===== src/rtl/rc4_pkg.sv =====
// rc4_pkg: shared types, FSM encoding and default character-range constants
// for the RC4 keystream/decrypt engine.
package rc4_pkg;

  typedef logic [7:0] byte_t;

  // One state per memory access of the per-byte PRGA step, plus run control.
  typedef enum logic [3:0] {
    IDLE,
    ADDR_I,
    LATCH_I,
    ADDR_J,
    LATCH_J,
    SWAP_I,
    SWAP_J,
    ADDR_F,
    LATCH_F,
    WRITE_OUT,
    DONE,
    FAIL
  } state_t;

  localparam byte_t CHAR_LO_DEFAULT = 8'h61;  // 'a'
  localparam byte_t CHAR_HI_DEFAULT = 8'h7A;  // 'z'
  localparam byte_t SPACE_CHAR      = 8'h20;

  // Address width for a message of msg_len bytes; never narrower than 1 bit.
  function automatic int msg_aw(input int msg_len);
    return (msg_len > 1) ? $clog2(msg_len) : 1;
  endfunction

endpackage


===== src/rtl/rc4_decrypt_core_if.sv =====
// rc4_decrypt_core_if: run handshake plus the S-RAM, encrypted-ROM and
// plaintext-RAM buses of the decrypt engine. The master modport is the
// engine itself; the slave modport is the controller/memory side.
interface rc4_decrypt_core_if
  import rc4_pkg::*;
#(
  parameter int MSG_AW = 5
);

  // Run control
  logic              start;
  logic              busy;
  logic              done;
  logic              key_ok;
  logic              key_fail;

  // S-RAM (synchronous read, 1-cycle latency)
  byte_t             s_addr;
  byte_t             s_wdata;
  logic              s_wren;
  byte_t             s_rdata;

  // Encrypted-message ROM (1-cycle latency)
  logic [MSG_AW-1:0] msg_addr;
  byte_t             msg_rdata;

  // Plaintext output RAM
  logic [MSG_AW-1:0] out_addr;
  byte_t             out_wdata;
  logic              out_wren;

  modport master (
    input  start, s_rdata, msg_rdata,
    output busy, done, key_ok, key_fail,
    output s_addr, s_wdata, s_wren, msg_addr,
    output out_addr, out_wdata, out_wren
  );

  modport slave (
    output start, s_rdata, msg_rdata,
    input  busy, done, key_ok, key_fail,
    input  s_addr, s_wdata, s_wren, msg_addr,
    input  out_addr, out_wdata, out_wren
  );

endinterface


===== src/rtl/rc4_char_check.sv =====
// rc4_char_check: combinational plaintext filter. A byte is valid when it
// lies in [CHAR_LO, CHAR_HI], or is a space and spaces are allowed.
module rc4_char_check
  import rc4_pkg::*;
#(
  parameter byte_t CHAR_LO     = CHAR_LO_DEFAULT,
  parameter byte_t CHAR_HI     = CHAR_HI_DEFAULT,
  parameter bit    ALLOW_SPACE = 1'b1
) (
  input  byte_t data,
  output logic  valid
);

  logic in_range;
  logic is_space;

  assign in_range = (data >= CHAR_LO) && (data <= CHAR_HI);
  assign is_space = ALLOW_SPACE && (data == SPACE_CHAR);
  assign valid    = in_range || is_space;

endmodule


===== src/rtl/rc4_decrypt_core.sv =====
// rc4_decrypt_core: RC4 PRGA + XOR decrypt over MSG_LEN bytes of an external
// encrypted ROM, writing plaintext to an external RAM. The S array is assumed
// already key-scheduled in the external S-RAM. Each byte takes nine cycles.
//
// Optional feature macro: RC4_CHAR_CHECK_EN
//   defined   - each plaintext byte is range-checked; a reject ends the run
//               in FAIL (key_fail=1) after that byte is written.
//   undefined - no check logic; every run ends in DONE, key_fail stays 0.
module rc4_decrypt_core
  import rc4_pkg::*;
#(
  parameter int    MSG_LEN     = 32,
  parameter int    MSG_AW      = msg_aw(MSG_LEN),
  parameter byte_t CHAR_LO     = CHAR_LO_DEFAULT,
  parameter byte_t CHAR_HI     = CHAR_HI_DEFAULT,
  parameter bit    ALLOW_SPACE = 1'b1
) (
  input logic                clk,
  input logic                reset,
  rc4_decrypt_core_if.master bus
);

  // Elaboration-time sanity checks on the configuration.
  if (MSG_LEN < 1 || MSG_LEN > 256) begin : g_bad_len
    $error("rc4_decrypt_core: MSG_LEN must be 1..256");
  end
  if (MSG_AW < msg_aw(MSG_LEN)) begin : g_bad_aw
    $error("rc4_decrypt_core: MSG_AW too narrow for MSG_LEN");
  end
  if (CHAR_LO > CHAR_HI && !ALLOW_SPACE) begin : g_empty_set
    $error("rc4_decrypt_core: character filter accepts no byte");
  end

  state_t            state_q, state_d;
  byte_t             i_q, j_q;      // PRGA indices, wrap mod 256
  byte_t             si_q, sj_q;    // S[i], S[j] captured before the swap
  byte_t             f_q;           // keystream byte S[S[i]+S[j]]
  byte_t             m_q;           // encrypted message byte
  logic [MSG_AW-1:0] k_q;           // message byte index
  byte_t             plain;
  logic              byte_ok;
  logic              last_byte;

  assign plain     = f_q ^ m_q;
  assign last_byte = (k_q == MSG_AW'(MSG_LEN - 1));

`ifdef RC4_CHAR_CHECK_EN
  rc4_char_check #(
    .CHAR_LO     (CHAR_LO),
    .CHAR_HI     (CHAR_HI),
    .ALLOW_SPACE (ALLOW_SPACE)
  ) u_char_check (
    .data  (plain),
    .valid (byte_ok)
  );
`else
  assign byte_ok = 1'b1;
`endif

  // State register.
  always_ff @(posedge clk) begin
    // NOTE: sequential state uses non-blocking assignments so every register
    // samples the values that existed before the clock edge.
    if (reset) state_q <= IDLE;
    else       state_q <= state_d;
  end

  // PRGA datapath registers: pointer init on start, captures on LATCH_*,
  // advance to the next byte after a clean WRITE_OUT.
  always_ff @(posedge clk) begin
    // NOTE: only these pointer/byte registers are reset; the S array and the
    // message/plaintext memories live outside and keep their contents.
    if (reset) begin
      i_q  <= '0;
      j_q  <= '0;
      k_q  <= '0;
      si_q <= '0;
      sj_q <= '0;
      f_q  <= '0;
      m_q  <= '0;
    end else begin
      case (state_q)
        IDLE, DONE, FAIL: begin
          if (bus.start) begin
            i_q <= 8'd1;
            j_q <= '0;
            k_q <= '0;
          end
        end
        LATCH_I: begin
          si_q <= bus.s_rdata;
          j_q  <= j_q + bus.s_rdata;
          m_q  <= bus.msg_rdata;
        end
        LATCH_J: sj_q <= bus.s_rdata;
        LATCH_F: f_q  <= bus.s_rdata;
        WRITE_OUT: begin
          if (byte_ok && !last_byte) begin
            k_q <= k_q + MSG_AW'(1);
            i_q <= i_q + 8'd1;
          end
        end
        default: ;
      endcase
    end
  end

  // Next-state and output decode from the current state and registers.
  always_comb begin
    // NOTE: every signal assigned here gets a default first so no path
    // through the case statement can infer a latch.
    state_d       = state_q;
    bus.busy      = 1'b0;
    bus.done      = 1'b0;
    bus.key_ok    = 1'b0;
    bus.key_fail  = 1'b0;
    bus.s_addr    = '0;
    bus.s_wdata   = '0;
    bus.s_wren    = 1'b0;
    bus.msg_addr  = '0;
    bus.out_addr  = '0;
    bus.out_wdata = '0;
    bus.out_wren  = 1'b0;

    case (state_q)
      IDLE: begin
        if (bus.start) state_d = ADDR_I;
      end
      ADDR_I: begin
        bus.busy     = 1'b1;
        bus.s_addr   = i_q;
        bus.msg_addr = k_q;
        state_d      = LATCH_I;
      end
      LATCH_I: begin
        bus.busy = 1'b1;
        state_d  = ADDR_J;
      end
      ADDR_J: begin
        bus.busy   = 1'b1;
        bus.s_addr = j_q;
        state_d    = LATCH_J;
      end
      LATCH_J: begin
        bus.busy = 1'b1;
        state_d  = SWAP_I;
      end
      // Write enables are masked by reset so an aborting edge never commits
      // a write; when i==j both swaps hit one address with equal data.
      SWAP_I: begin
        bus.busy    = 1'b1;
        bus.s_addr  = i_q;
        bus.s_wdata = sj_q;
        bus.s_wren  = !reset;
        state_d     = SWAP_J;
      end
      SWAP_J: begin
        bus.busy    = 1'b1;
        bus.s_addr  = j_q;
        bus.s_wdata = si_q;
        bus.s_wren  = !reset;
        state_d     = ADDR_F;
      end
      ADDR_F: begin
        bus.busy   = 1'b1;
        bus.s_addr = si_q + sj_q;
        state_d    = LATCH_F;
      end
      LATCH_F: begin
        bus.busy = 1'b1;
        state_d  = WRITE_OUT;
      end
      WRITE_OUT: begin
        bus.busy      = 1'b1;
        bus.out_addr  = k_q;
        bus.out_wdata = plain;
        bus.out_wren  = !reset;
        if (!byte_ok)       state_d = FAIL;
        else if (last_byte) state_d = DONE;
        else                state_d = ADDR_I;
      end
      DONE: begin
        bus.done   = 1'b1;
        bus.key_ok = 1'b1;
        if (bus.start) state_d = ADDR_I;
      end
      FAIL: begin
        bus.done = 1'b1;
`ifdef RC4_CHAR_CHECK_EN
        bus.key_fail = 1'b1;
`endif
        if (bus.start) state_d = ADDR_I;
      end
      default: state_d = IDLE;
    endcase
  end

endmodule


===== src/flat_wrapper.sv =====
// flat-port wrapper written by rule: the top's interface ports become plain ports
module rc4_decrypt_core_flat import rc4_pkg::*;
#(
  parameter int    MSG_LEN     = 32,
  parameter int    MSG_AW      = msg_aw(MSG_LEN),
  parameter byte_t CHAR_LO     = CHAR_LO_DEFAULT,
  parameter byte_t CHAR_HI     = CHAR_HI_DEFAULT,
  parameter bit    ALLOW_SPACE = 1'b1
)
  (clk, reset, bus_start, bus_s_rdata, bus_msg_rdata, bus_busy, bus_done, bus_key_ok, bus_key_fail, bus_s_addr, bus_s_wdata, bus_s_wren, bus_msg_addr, bus_out_addr, bus_out_wdata, bus_out_wren);
  rc4_decrypt_core_if #(.MSG_AW(MSG_AW)) bus_i ();
  input logic clk;
  input logic reset;
  input wire logic [$bits(bus_i.start)-1:0] bus_start;
  input wire logic [$bits(bus_i.s_rdata)-1:0] bus_s_rdata;
  input wire logic [$bits(bus_i.msg_rdata)-1:0] bus_msg_rdata;
  output wire logic [$bits(bus_i.busy)-1:0] bus_busy;
  output wire logic [$bits(bus_i.done)-1:0] bus_done;
  output wire logic [$bits(bus_i.key_ok)-1:0] bus_key_ok;
  output wire logic [$bits(bus_i.key_fail)-1:0] bus_key_fail;
  output wire logic [$bits(bus_i.s_addr)-1:0] bus_s_addr;
  output wire logic [$bits(bus_i.s_wdata)-1:0] bus_s_wdata;
  output wire logic [$bits(bus_i.s_wren)-1:0] bus_s_wren;
  output wire logic [$bits(bus_i.msg_addr)-1:0] bus_msg_addr;
  output wire logic [$bits(bus_i.out_addr)-1:0] bus_out_addr;
  output wire logic [$bits(bus_i.out_wdata)-1:0] bus_out_wdata;
  output wire logic [$bits(bus_i.out_wren)-1:0] bus_out_wren;
  assign bus_i.start = bus_start;
  assign bus_i.s_rdata = bus_s_rdata;
  assign bus_i.msg_rdata = bus_msg_rdata;
  assign bus_busy = bus_i.busy;
  assign bus_done = bus_i.done;
  assign bus_key_ok = bus_i.key_ok;
  assign bus_key_fail = bus_i.key_fail;
  assign bus_s_addr = bus_i.s_addr;
  assign bus_s_wdata = bus_i.s_wdata;
  assign bus_s_wren = bus_i.s_wren;
  assign bus_msg_addr = bus_i.msg_addr;
  assign bus_out_addr = bus_i.out_addr;
  assign bus_out_wdata = bus_i.out_wdata;
  assign bus_out_wren = bus_i.out_wren;
  rc4_decrypt_core #(.MSG_LEN(MSG_LEN), .MSG_AW(MSG_AW), .CHAR_LO(CHAR_LO), .CHAR_HI(CHAR_HI), .ALLOW_SPACE(ALLOW_SPACE)) u_core (.clk(clk), .reset(reset), .bus(bus_i));
endmodule

===== config.mk =====
export PLATFORM = sky130hd
export DESIGN_NAME = rc4_decrypt_core_flat
export DESIGN_NICKNAME = d
export VERILOG_FILES = /design/src/rtl/rc4_pkg.sv /design/src/rtl/rc4_decrypt_core_if.sv /design/src/rtl/rc4_char_check.sv /design/src/rtl/rc4_decrypt_core.sv /design/src/flat_wrapper.sv
export SDC_FILE = /design/constraint.sdc
export NUM_CORES = 1
export LEC_CHECK = 0
export CORE_MARGIN = 2
export CORE_UTILIZATION = 30
export CTS_CLUSTER_DIAMETER = 120
export DETAILED_ROUTE_END_ITERATION = 6
export GPL_TIMING_DRIVEN = 0
export HOLD_SLACK_MARGIN = 0.15
export SLEW_MARGIN = 40
export SYNTH_ARGS = -nofsm -noshare
export SYNTH_HDL_FRONTEND = slang
export SYNTH_HIERARCHICAL = 1
export SYNTH_SLANG_ARGS = --single-unit

===== constraint.sdc =====
create_clock -name clk -period 4.17 [get_ports clk]
set_input_delay 1.251 -clock clk [delete_from_list [all_inputs] [get_ports clk]]
set_output_delay 1.251 -clock clk [all_outputs]
set_load 0.1 [all_outputs]

# Yosys cells after proc, flatten, opt, wreduce, memory -nomap -nowiden
# Cells that the tools add are included.
# word_totals
ff_bits,57
in_bits,19
out_inout_bits,40
wordCells,60
# classes
add_sub_neg,4
n_eq_ne,14
muxes,21
bitwise_logic,1
reduce_logical,12
# op_table
op,n
$pmux 8 s2,3
$pmux 4 s10,1
$mux 8,4
$pmux 8 s3,1
$mux 5,4
$add 8x8->8,2
$eq 4x3->1 const B,4
$eq 4x4->1 const B,4
$pmux 5 s2,1
$reduce_or 9->1,1
$add 8x1->8 const B,1
$eq 4x2->1 const B,2
$mux 4,2
$reduce_or 2->1,4
$xor 8x8->8,1
$add 5x1->5 const B,1
$eq 5x5->1 const B,1
$mux 1,5
$eq 4x1->1 const B,1
$logic_not 4->1,1
$reduce_bool 2->1,2
$reduce_and 3->1,1
$reduce_or 3->1,1
$ne 2x1->1 const B,1
3 further kinds,3

# Longest topological paths before layout
# depth
ltp_word,4
depth_mapped,9
mapped_depth_nobuf,9

# Worst setup path before layout
# OpenSTA, ideal clock, no wires.
# synth_path
kind,flip-flop to output port
from,reg u_core.state_q[3]
to,out bus_key_ok
t_arrival_ns,4.757
required_time_ns,2.919
setup_slack_ns,-1.838
stages_incl_launch_ff,5
path_buffers,2
path_cell_list,dfxtp_1 -> clkbuf_1 -> clkbuf_1 -> nor3b_1 -> nor2b_1
# synth_via
elab_chain_len,2
# synth_rtl
item,line,text
from (decl),rc4_decrypt_core.sv:34,"state_t state_q, state_d;"
from (signal assigned),rc4_decrypt_core.sv:65,else state_q <= state_d;
$eq 4x4->1,rc4_decrypt_core.sv:125,case (state_q)
$mux 1,rc4_decrypt_core.sv:125,
to (decl),flat_wrapper.sv:19,output wire logic [$bits(bus_i.key_ok)-1:0] bus_key_ok;
# Every way passes these cells.

# Worst setup path after layout
# layout_path
from,reg u_core.state_q[0]
to,out bus_s_addr[0]
# layout_via
elab_chain_len,3
word_cells_on_any_way,8
cone_classes,eq/ne: 5; mux: 1; reduce/logical: 2
# layout_rtl
item,line,text
"$eq 4x2->1, or another cell as far along",rc4_decrypt_core.sv:125,
$reduce_or 2->1 (no source line),--,
$pmux 8 s3 *,rc4_decrypt_core.sv:125,
to (decl),flat_wrapper.sv:21,output wire logic [$bits(bus_i.s_addr)-1:0] bus_s_addr;
# Mark *: on every way between the ends. The rest lies on a longest branch, timed or not.

==> flow_summary.ini <==
[sta]
worstMarginPinSlew_ns = 0.728
rsz0062_at_grt = false
finalHoldViolCount = 0
period_needed_ns = 4.00
setup_ws_ns = 0.171
drv_slew = 0
timing.fmax_ghz = 0.250
finalCritPeriodShare = 0.959
relSlewSlack = 0.515
finClkSkew_ns = 0.00670
setup_viol = 0
holdWs_ns = 0.468

[synthesis]
synth_compound_area_frac = 0.201
synthTopCellsByCount = 78 x nand2_1, 57 x dfxtp_1, 51 x a21oi_1
synth_fa_ha_area_frac = 0.0749
synth_nets = 469
yosysSeqAreaShare = 0.338
ys_ff_latch = 57
synthArstFlopShare = 0
synth_cell_types = 53
netlist_instances = 431
synth_edf_count = 0
synth_xor_area_frac = 0.0752
synthSimpleGateAreaFrac = 0.257
netlist.area_leader.share = 0.338
ys.flop_type = dfxtp_1
yosys-top-cells-area = dfxtp_1 34%, nand2_1 8.7%, a21oi_1 7.6%
yosysMostFrequentCell = nand2_1
muxShareOfSynthArea = 0.00927
syn_area_per_cell_um2 = 7.83
yosysWarningCount = 6
synth_top_area_cell = dfxtp_1
syn_area_um2 = 3380
synth_top_family_by_area = simple AND/OR/NAND/NOR gates

[layout]
design_area_um2 = 4160
fin_nets = 535
drive_above_1_share = 0.155
fin_cells = 642
post-route-util = 0.382
diodes = 0
regArea_um2 = 1140
multiInputGateArea_um2 = 2110
num-fill-cells = 1133
area_delta_synth_final_pct = 23.4

[detailed_routing]
final_antenna_net_count = 0
dr.pass1.iters = 5
drt_iter0_drc = 198
drc = 0
via_per_inst = 5.06
wl_um = 9920
wl_per_cell_um = 15.4
vias = 3251

[global_route]
grt_pass1_wl_um = 15700
grt_usage = 0.171
grt_overflow_total = 0
antenna_found_initial = 0
grt_start_max_net_pins = 13
grt_pass1_vias = 3121

[placement]
pre_cts_ws_ns = 0.381
postPlaceCellArea_um2 = 3920
dpl.hpwl_um = 7280
io_buffers = 55
place_congestion = 0.876
placed_cells = 626

[setup_path]
crit_top_cell = buf_2
path_cells = buf_2 -> buf_1 -> nand2_1 -> nor2_1 -> a22oi_1 -> o21ai_1 -> buf_2
r2r_cells = 8
endpoint_kind = output pin
crit_path_start_kind = flop
cp_data_arrival_time_ns = 2.75
r2r-start = u_core/k_q[0]
rr_endpoint = u_core/i_q[6]
critPathMaxFanout = 10
rrSetupSlack_ns = 1.73
cp_slowest_cell = buf_2
max_stage_delay_ns = 0.47
critical_path_class = reg2out
required_ns = 2.92

[clock_network]
cts_max_path_buffers = 2
root_buffer = clkbuf_8
cts_tree = done
cts_setup_buffers = 0
hold_buffers = 0
cts_buffers = 9
cts_resized = 1
numClockSinks = 57
clk_latency_ns = 0.35
h-tree-depth = 3
cts.reportedPaths.clkPinSlew_ns = 0.07

[flow_run]
maxCapViolCount = 0

[die]
core_area_um2 = 10900
die_area_um2 = 12100
rows = 38
fp.dieW_um = 110
ios = 59
die_h_um = 110
start_util = 0.310

[outcome]
status = finished, final reports clean

[power]
power_density_nw_per_um2 = 447
p_leak_nw = 1.63
vdd_drop_max_mv = 0.219

[hold_path]
hold_depth = 2
holdPathEnd = u_core/m_q[4]
min_from = u_core/m_q[4]
hold_path.class = reg2reg
[registers in the layout (all words and copies together), names as in the netlist]
name,count
u_core/state_q,4
u_core/m_q,8
u_core/sj_q,8
u_core/k_q,5
u_core/f_q,8
u_core/i_q,8
u_core/j_q,8
u_core/si_q,8
[worst max-delay path, delay by kind of cell (launching register included)]
family / cells / cell delay, ns
flip-flops: 1 / 0.37
AO/OA/AOI/OAI: 2 / 0.29
AND/OR/NAND/NOR: 2 / 0.60
buffers and inverters: 3 / 1.13
[how the worst max path moves through the flow]
stage	from	to	slack [ns]	cells past startpoint
final	u_core/state_q[0]	bus_s_addr[0]	0.17	7
after global routing	u_core/state_q[0]	bus_s_addr[0]	0.06	7
after CTS	u_core/si_q[0]	bus_s_addr[6]	0.11	9
after detailed placement	u_core/si_q[0]	bus_s_addr[6]	0.38	9
after global placement	u_core/si_q[0]	bus_s_addr[6]	-0.33	9
after floorplan	u_core/state_q[3]	bus_key_ok	-0.80	4
[per-layer routing]
metal,track usage,up-vias,wire length [um]
met5,0,-,0
met4,0.0868,0,287
met3,0.0335,20,491
met2,0.266,76,4600
met1,0.225,1535,4540
li1,-,1620,-
[cell type report]
cell class / instances / area share
Buffer: 25 / 0.0309
Clock buffer: 9 / 0.0297
Clock inverter: 7 / 0.0243
Inverter: 5 / 0.00451
Multi-Input combinational cell: 344 / 0.507
Sequential cell: 57 / 0.274
Tap cell: 140 / 0.0421
Timing Repair Buffer: 55 / 0.0877
[cell usage in the layout (no fill, tap or decap), types with 3 or more instances in the layout]
cell type	n
nand3_1	8
nand4_1	3
clkbuf_8	11
and3_1	9
ha_1	17
nor2_1	47
xnor2_1	17
clkbuf_1	16
and2_1	6
o21ai_0	8
buf_2	41
a21oi_1	50
inv_1	4
nor3_1	8
nand2_1	78
nor2b_1	4
nand2b_1	7
xor2_1	12
nand3b_1	3
o21ai_1	6
a21o_1	4
clkdlybuf4s50_1	16
a22oi_1	21
dfxtp_1	57
[cell families after synthesis]
group | Yosys count
xor+xnor | 29
compound gates | 107
mux | 3
simple gates | 185
fa+ha+maj | 19
flops | 57
other cells | 1
buf+inv | 30
[where the power goes]
| group | total (W) | internal [W] | switching (W) |
|---|---|---|---|
| sequential | 0.000647 | 0.000597 | 0.0000503 |
| clock | 0.000600 | 0.000341 | 0.000259 |
| combinational | 0.000615 | 0.000195 | 0.000420 |
[stage by stage]
| stage | total power [W] | setup TNS, ns |
|---|---|---|
| floorplan | 0.00111 | -0.804 |
| global placement | 0.00127 | -1.83 |
| detailed placement | 0.00127 | 0 |
| CTS | 0.00187 | 0 |
| global route | 0.00196 | 0 |
| finish | 0.00186 | 0 |
(Power assumes the default switching activity.)
